**src/rtl/sigma_bus_arbiter_if.sv**
```systemverilog
// rtl/sigma_bus_arbiter_if.sv - request/response bus bundle shared by sigma masters and the sigma slave port
interface sigma_bus_arbiter_if #(
  parameter int ADDR_W = 32,
  parameter int DATA_W = 32
);
  logic                req;
  logic                we;
  logic [ADDR_W-1:0]   addr;
  logic [DATA_W/8-1:0] be;
  logic [DATA_W-1:0]   wdata;
  logic                ack;
  logic                resp;
  logic [DATA_W-1:0]   rdata;

  modport master (
    output req, we, addr, be, wdata,
    input  ack, resp, rdata
  );

  modport slave (
    input  req, we, addr, be, wdata,
    output ack, resp, rdata
  );
endinterface

```
**src/rtl/sigma_bus_arbiter.sv**
```systemverilog
// rtl/sigma_bus_arbiter.sv - two-master round-robin arbiter for the sigma peripheral bus
// Serialises m0 (CPU) and m1 (UDM) onto one slave port with a single outstanding read and a response timeout.
module sigma_bus_arbiter #(
  parameter int                ADDR_W        = 32,
  parameter int                DATA_W        = 32,
  parameter int                TIMEOUT       = 1023,
  parameter logic [DATA_W-1:0] TIMEOUT_RDATA = 32'hDEADBEEF
) (
  input  logic                clk_i,
  input  logic                rst_i,
  sigma_bus_arbiter_if.slave  m0_bus,
  sigma_bus_arbiter_if.slave  m1_bus,
  sigma_bus_arbiter_if.master s_bus,
  output logic                timeout_o
);

  localparam int                TCNT_W     = (TIMEOUT > 1) ? $clog2(TIMEOUT) : 1;
  localparam logic [TCNT_W-1:0] TCNT_LAST  = TCNT_W'((TIMEOUT > 0) ? TIMEOUT - 1 : 0);
  localparam bit                TIMEOUT_EN = (TIMEOUT > 0);

  typedef enum logic [1:0] {
    ST_IDLE  = 2'd0,
    ST_GRANT = 2'd1,
    ST_RESP  = 2'd2
  } state_t;

  state_t              state_q, state_d;
  logic                owner_q, owner_d;
  logic                last_q, last_d;
  logic [TCNT_W-1:0]   tcnt_q, tcnt_d;
  logic                timeout_q, timeout_d;

  logic                own_req;
  logic                own_we;
  logic [ADDR_W-1:0]   own_addr;
  logic [DATA_W/8-1:0] own_be;
  logic [DATA_W-1:0]   own_wdata;

  logic                s_req;
  logic                ack;
  logic                resp;
  logic [DATA_W-1:0]   rdata;

  always_comb begin
    if (owner_q) begin
      own_req   = m1_bus.req;
      own_we    = m1_bus.we;
      own_addr  = m1_bus.addr;
      own_be    = m1_bus.be;
      own_wdata = m1_bus.wdata;
    end else begin
      own_req   = m0_bus.req;
      own_we    = m0_bus.we;
      own_addr  = m0_bus.addr;
      own_be    = m0_bus.be;
      own_wdata = m0_bus.wdata;
    end
  end

  always_comb begin
    state_d   = state_q;
    owner_d   = owner_q;
    last_d    = last_q;
    tcnt_d    = tcnt_q;
    timeout_d = timeout_q;
    s_req     = 1'b0;
    ack       = 1'b0;
    resp      = 1'b0;
    rdata     = '0;

    unique case (state_q)
      ST_IDLE: begin
        if (m0_bus.req || m1_bus.req) begin
          owner_d = (m0_bus.req && m1_bus.req) ? ~last_q : m1_bus.req;
          state_d = ST_GRANT;
        end
      end
      ST_GRANT: begin
        s_req = own_req;
        // An owner that withdraws before the slave accepts forfeits its turn without moving the priority
        if (!own_req) begin
          state_d = ST_IDLE;
        end else if (s_bus.ack) begin
          ack    = 1'b1;
          last_d = owner_q;
          if (own_we) begin
            state_d = ST_IDLE;
          end else begin
            state_d = ST_RESP;
            tcnt_d  = '0;
          end
        end
      end
      ST_RESP: begin
        tcnt_d = tcnt_q + TCNT_W'(1);
        if (s_bus.resp) begin
          resp    = 1'b1;
          rdata   = s_bus.rdata;
          state_d = ST_IDLE;
        end else if (TIMEOUT_EN && (tcnt_q == TCNT_LAST)) begin
          resp      = 1'b1;
          rdata     = TIMEOUT_RDATA;
          timeout_d = 1'b1;
          state_d   = ST_IDLE;
        end
      end
      default: state_d = ST_IDLE;
    endcase

    // A transaction in flight when reset arrives is dropped silently
    if (rst_i) begin
      s_req = 1'b0;
      ack   = 1'b0;
      resp  = 1'b0;
      rdata = '0;
    end
  end

  always_ff @(posedge clk_i) begin
    if (rst_i) begin
      state_q   <= ST_IDLE;
      owner_q   <= 1'b0;
      last_q    <= 1'b1;
      tcnt_q    <= '0;
      timeout_q <= 1'b0;
    end else begin
      state_q   <= state_d;
      owner_q   <= owner_d;
      last_q    <= last_d;
      tcnt_q    <= tcnt_d;
      timeout_q <= timeout_d;
    end
  end

  assign s_bus.req    = s_req;
  assign s_bus.we     = own_we;
  assign s_bus.addr   = own_addr;
  assign s_bus.be     = own_be;
  assign s_bus.wdata  = own_wdata;

  assign m0_bus.ack   = ack & ~owner_q;
  assign m1_bus.ack   = ack & owner_q;
  assign m0_bus.resp  = resp & ~owner_q;
  assign m1_bus.resp  = resp & owner_q;
  assign m0_bus.rdata = (resp && !owner_q) ? rdata : '0;
  assign m1_bus.rdata = (resp && owner_q) ? rdata : '0;

  assign timeout_o    = timeout_q;

endmodule

```
**src/flat_wrapper.sv**
```systemverilog
// flat-port wrapper written by rule: the top's interface ports become plain ports
module sigma_bus_arbiter_flat 
#(
  parameter int                ADDR_W        = 32,
  parameter int                DATA_W        = 32,
  parameter int                TIMEOUT       = 1023,
  parameter logic [DATA_W-1:0] TIMEOUT_RDATA = 32'hDEADBEEF
)
  (clk_i, rst_i, timeout_o, m0_bus_req, m0_bus_we, m0_bus_addr, m0_bus_be, m0_bus_wdata, m0_bus_ack, m0_bus_resp, m0_bus_rdata, m1_bus_req, m1_bus_we, m1_bus_addr, m1_bus_be, m1_bus_wdata, m1_bus_ack, m1_bus_resp, m1_bus_rdata, s_bus_req, s_bus_we, s_bus_addr, s_bus_be, s_bus_wdata, s_bus_ack, s_bus_resp, s_bus_rdata);
  sigma_bus_arbiter_if #(.ADDR_W(ADDR_W), .DATA_W(DATA_W)) m0_bus_i ();
  sigma_bus_arbiter_if #(.ADDR_W(ADDR_W), .DATA_W(DATA_W)) m1_bus_i ();
  sigma_bus_arbiter_if #(.ADDR_W(ADDR_W), .DATA_W(DATA_W)) s_bus_i ();
  input  logic clk_i;
  input  logic rst_i;
  output logic timeout_o;
  input wire logic [$bits(m0_bus_i.req)-1:0] m0_bus_req;
  input wire logic [$bits(m0_bus_i.we)-1:0] m0_bus_we;
  input wire logic [$bits(m0_bus_i.addr)-1:0] m0_bus_addr;
  input wire logic [$bits(m0_bus_i.be)-1:0] m0_bus_be;
  input wire logic [$bits(m0_bus_i.wdata)-1:0] m0_bus_wdata;
  output wire logic [$bits(m0_bus_i.ack)-1:0] m0_bus_ack;
  output wire logic [$bits(m0_bus_i.resp)-1:0] m0_bus_resp;
  output wire logic [$bits(m0_bus_i.rdata)-1:0] m0_bus_rdata;
  input wire logic [$bits(m1_bus_i.req)-1:0] m1_bus_req;
  input wire logic [$bits(m1_bus_i.we)-1:0] m1_bus_we;
  input wire logic [$bits(m1_bus_i.addr)-1:0] m1_bus_addr;
  input wire logic [$bits(m1_bus_i.be)-1:0] m1_bus_be;
  input wire logic [$bits(m1_bus_i.wdata)-1:0] m1_bus_wdata;
  output wire logic [$bits(m1_bus_i.ack)-1:0] m1_bus_ack;
  output wire logic [$bits(m1_bus_i.resp)-1:0] m1_bus_resp;
  output wire logic [$bits(m1_bus_i.rdata)-1:0] m1_bus_rdata;
  output wire logic [$bits(s_bus_i.req)-1:0] s_bus_req;
  output wire logic [$bits(s_bus_i.we)-1:0] s_bus_we;
  output wire logic [$bits(s_bus_i.addr)-1:0] s_bus_addr;
  output wire logic [$bits(s_bus_i.be)-1:0] s_bus_be;
  output wire logic [$bits(s_bus_i.wdata)-1:0] s_bus_wdata;
  input wire logic [$bits(s_bus_i.ack)-1:0] s_bus_ack;
  input wire logic [$bits(s_bus_i.resp)-1:0] s_bus_resp;
  input wire logic [$bits(s_bus_i.rdata)-1:0] s_bus_rdata;
  assign m0_bus_i.req = m0_bus_req;
  assign m0_bus_i.we = m0_bus_we;
  assign m0_bus_i.addr = m0_bus_addr;
  assign m0_bus_i.be = m0_bus_be;
  assign m0_bus_i.wdata = m0_bus_wdata;
  assign m0_bus_ack = m0_bus_i.ack;
  assign m0_bus_resp = m0_bus_i.resp;
  assign m0_bus_rdata = m0_bus_i.rdata;
  assign m1_bus_i.req = m1_bus_req;
  assign m1_bus_i.we = m1_bus_we;
  assign m1_bus_i.addr = m1_bus_addr;
  assign m1_bus_i.be = m1_bus_be;
  assign m1_bus_i.wdata = m1_bus_wdata;
  assign m1_bus_ack = m1_bus_i.ack;
  assign m1_bus_resp = m1_bus_i.resp;
  assign m1_bus_rdata = m1_bus_i.rdata;
  assign s_bus_req = s_bus_i.req;
  assign s_bus_we = s_bus_i.we;
  assign s_bus_addr = s_bus_i.addr;
  assign s_bus_be = s_bus_i.be;
  assign s_bus_wdata = s_bus_i.wdata;
  assign s_bus_i.ack = s_bus_ack;
  assign s_bus_i.resp = s_bus_resp;
  assign s_bus_i.rdata = s_bus_rdata;
  sigma_bus_arbiter #(.ADDR_W(ADDR_W), .DATA_W(DATA_W), .TIMEOUT(TIMEOUT), .TIMEOUT_RDATA(TIMEOUT_RDATA)) u_core (.clk_i(clk_i), .rst_i(rst_i), .m0_bus(m0_bus_i), .m1_bus(m1_bus_i), .s_bus(s_bus_i), .timeout_o(timeout_o));
endmodule
```
**config.mk**
```make
export PLATFORM = sky130hd
export DESIGN_NAME = sigma_bus_arbiter_flat
export DESIGN_NICKNAME = d
export VERILOG_FILES = /design/src/rtl/sigma_bus_arbiter_if.sv /design/src/rtl/sigma_bus_arbiter.sv /design/src/flat_wrapper.sv
export SDC_FILE = /design/constraint.sdc
export NUM_CORES = 1
export LEC_CHECK = 0
export ABC_CLOCK_PERIOD_IN_PS = 3800
export CAP_MARGIN = 40
export CORE_AREA = 2 2 123 125
export CTS_CLUSTER_SIZE = 40
export DETAILED_ROUTE_END_ITERATION = 6
export DIE_AREA = 0 0 125 127
export PLACE_DENSITY = 0.64
export SKIP_CTS_REPAIR_TIMING = 1
export SLEW_MARGIN = 10
export SYNTH_ARGS = -nofsm -noshare
export SYNTH_HDL_FRONTEND = slang
export SYNTH_SLANG_ARGS = --single-unit
```
**constraint.sdc**
```tcl
create_clock -name clk_i -period 3.8 [get_ports clk_i]
set_input_delay 0.76 -clock clk_i [delete_from_list [all_inputs] [get_ports clk_i]]
set_output_delay 0.76 -clock clk_i [all_outputs]
set_load 0.05 [all_outputs]
```
==> results by group, run 1 <==
Run status
  • Outcome: finished clean

Logic synthesis
  • #FFs+latches synth: 15
  • Ys async rst share: 0%
  • Net Count, Synth: 460
  • Synth area leader: mux2_2
  • Post-synth EDFFs: 0
  • Sequential element share of the synthesized area: between 10 and 15%
  • Yosys warning count: 0
  • Synth top area share: 35.1%
  • Synth area leaders: mux2_2 (35%), dfxtp_1 (14%), nor2_1 (11%), nor2b_1 (6.9%), nor2_2 (3.4%)
  • Gate count of the mapped netlist: ~280
  • Dominant synthesized flop cell: dfxtp_1
  • Mapped Area: between 0.002 and 0.0025 mm2
  • Average cell area after synthesis: roughly 7.7 um2
  • Synth unique cells: 42

Floorplanning
  • Die area: 0.0159 mm2
  • Core Area: 0.0144 mm2
  • Ports: roughly 320
  • Chip width: 125 um
  • Die Ht: 127 um
  • Std-Cell Rows: 44
  • Initial Util: approximately 15%

STA
  • Final Hold Vio Count: 0
  • Max Fclk: about 0.30 GHz
  • Setup_tns: 0 ns
  • RSZ-0062 raised after global routing: no
  • Actual slew at the worst max-slew pin: 0.755 ns
  • Layout Skew: 0.00227 ns
  • Relative slew slack: between 40% and 50%
  • Tcrit/Tclk final: approximately 89%
  • Clock period minus final worst setup slack: roughly 3.4 ns
  • Final setup viols: 0
  • Max-slew violations: 0

Setup path
  • Critical Path End Type: output port
  • CP Launch Point: rst_i
  • R2R cell count: 5
  • Worst path arrival time: between 2 and 3 ns
  • CP endpoint: m0_bus_rdata[9]
  • Critical path class: primary input to output port
  • R2R Setup Slk: roughly 1.3 ns
  • Critical path peak fanout: 25
  • Worst r2r src: u_core.owner_q
  • Worst endpoint required time: 3.04 ns
  • R2r endpoint: u_core.tcnt_q[8]
  • CP startpoint kind: primary input

Clock tree
  • CTS tree: built
  • Clk buf depth: 2
  • Worst-path clk slew: roughly 0.05 ns
  • Worst-Skew Late Latency: ~0.24 ns
  • CTS Root Cell: clkbuf_16
  • H-tree levels: 1
  • Clock Sink Count: 15
  • Total CTS buffers: 3

Routing
  • Vias per inst: between 4 and 5
  • Final wirelength: ~13,000 um
  • Via count: approximately 3,200
  • Antenna-violating nets left: 0
  • First-pass DRT Iterations: 4
  • Drt initial violations: 61
  • WL/cell: ~16 um
  • DRC: 0

Layout
  • Layout cells sized above 1: 28.5%
  • N_diodes: 0
  • NumNets Final: 764
  • Fin cells: between 700 and 800
  • Synth-to-layout area growth: 179%

Power and ir drop
  • Pwr Density: roughly 180 mW/mm2
  • Total Power: between 1 and 1.5 mW
  • Max VDD drop: between 0.1 and 0.15 mV
  • Lkg Pwr: between 2 and 2.5 nW

GRT
  • Vias in the first global route: roughly 3,400
  • Grt ovf: 0
  • Antenna violations before repair: 0
  • Pin count of the biggest net entering global routing: 56
  • First-pass GRT wire length: between 15,000 and 20,000 um
  • Total Routing Usage GR: around 15%

Place
  • Placer Congestion: 0.822
  • Post-DP HPWL: between 10,000 and 15,000 um
  • Post-Place Cells: approximately 770
  • IO Port Bufs: between 300 and 400

Min path
  • Hold/Removal Path Class: flip-flop to flip-flop

Run
  • Max-Cap Viols: 0
-- worst min path at each step --
stage	slack (ns)	cells after the start	end	from
2_1_floorplan	0.44	1	u_core.last_q	u_core.last_q
3_3_place_gp	0.45	1	u_core.last_q	u_core.last_q
3_5_place_dp	0.45	1	u_core.last_q	u_core.last_q
4_1_cts	0.47	1	u_core.last_q	u_core.last_q
5_1_grt	0.50	1	u_core.last_q	u_core.last_q
6_report	0.47	1	u_core.last_q	u_core.last_q
-- layer usage --
layer | track usage [%] | vias up | wire, um
met4 | 3.33 | 0 | 199
met5 | 0 | - | 0
li1 | - | 1576 | -
met2 | 30.1 | 169 | 7040
met3 | 5.07 | 10 | 1300
met1 | 13.4 | 1482 | 4070
-- critical path, cell delays in order --
cell and delay, ns:
clkdlybuf4s50_1 0.47, or3_1 0.51, o21bai_4 0.41, nor2_1 0.30, buf_12 0.17
-- layout by cell type (no fill, tap or decap), drive strengths merged, types with 2 or more instances in the layout --
master	instances
clkdlybuf4s50	246
nor2	74
buf	73
mux2	69
nor2b	24
dfxtp	15
nand2	14
a21oi	9
inv	7
or3	6
o21ai	5
nand4	4
nor3	4
clkbuf	4
a31oi	3
o21bai	3
nand3	2
o31ai	2
or4	2
ha	2
nand2b	2
-- sequential cells by signal, summed over array words and instances (netlist names) --
signal            cells
u_core.timeout_o      1
u_core.owner_q        1
u_core.tcnt_q        10
u_core.state_q        2
u_core.last_q         1
-- report_power, final --
part           internal [mW]  switching (mW)
clock                  0.142          0.0620
sequential             0.161          0.0185
combinational          0.350           0.365
-- cell type report --
class	count	area [um2]
Fill cell	1424	8340
Tap cell	184	230
Clock buffer	4	78.8
Timing Repair Buffer	319	3700
Sequential cell	15	304
Multi-Input combinational cell	240	1740
Inverter	7	26.3
-- cell usage after synthesis, types with 2 or more instances --
library cell  number
ha_1               2
o21ai_0            5
o31ai_1            2
inv_1              7
buf_6              4
nand4_1            4
buf_2              9
nor2_1            62
nor3_1             3
nor2_2            12
dfxtp_1           15
or3_1              6
mux2_2            68
a21oi_1            9
a31oi_1            2
nand2_1           14
or4_1              2
nand3_1            2
nor2b_1           24
clkbuf_1           7
o21bai_1           2
-- cell families after synthesis --
| logic type | Yosys count | synth area share (%) |
|---|---|---|
| DFF | 15 | 13.8 |
| xor gates and xnor gates | 1 | 0.401 |
| and+or+nand+nor | 141 | 33.2 |
| muxes | 70 | 36.4 |
| buffers and inverters | 27 | 6.54 |
| AOI/OAI and AO/OA | 26 | 8.54 |
| adders and majority gates | 2 | 1.15 |
-- per-stage QoR --
stage | instance area, um2 | util, % | hold WS (ns) | setup WS, ns
global placement | 5990 | 41.6 | 0.445 | 0.432
detailed placement | 6010 | 41.6 | 0.454 | 0.403
finish | 6080 | 42.2 | 0.467 | 0.421
floorplan | 2180 | - | 0.435 | 0.781
global route | 6080 | 42.2 | 0.497 | 0.317
CTS | 6080 | 42.2 | 0.466 | 0.391
Power figures use the tool's default switching activity.
==> inputs of run 2 (changes only) <==
Settings changed: SKIP_CTS_REPAIR_TIMING 1 to default, SLEW_MARGIN 10 to 25.
==> results of run 2 <==
No change in the layout: final DEF, timing and power equal those of run 1.
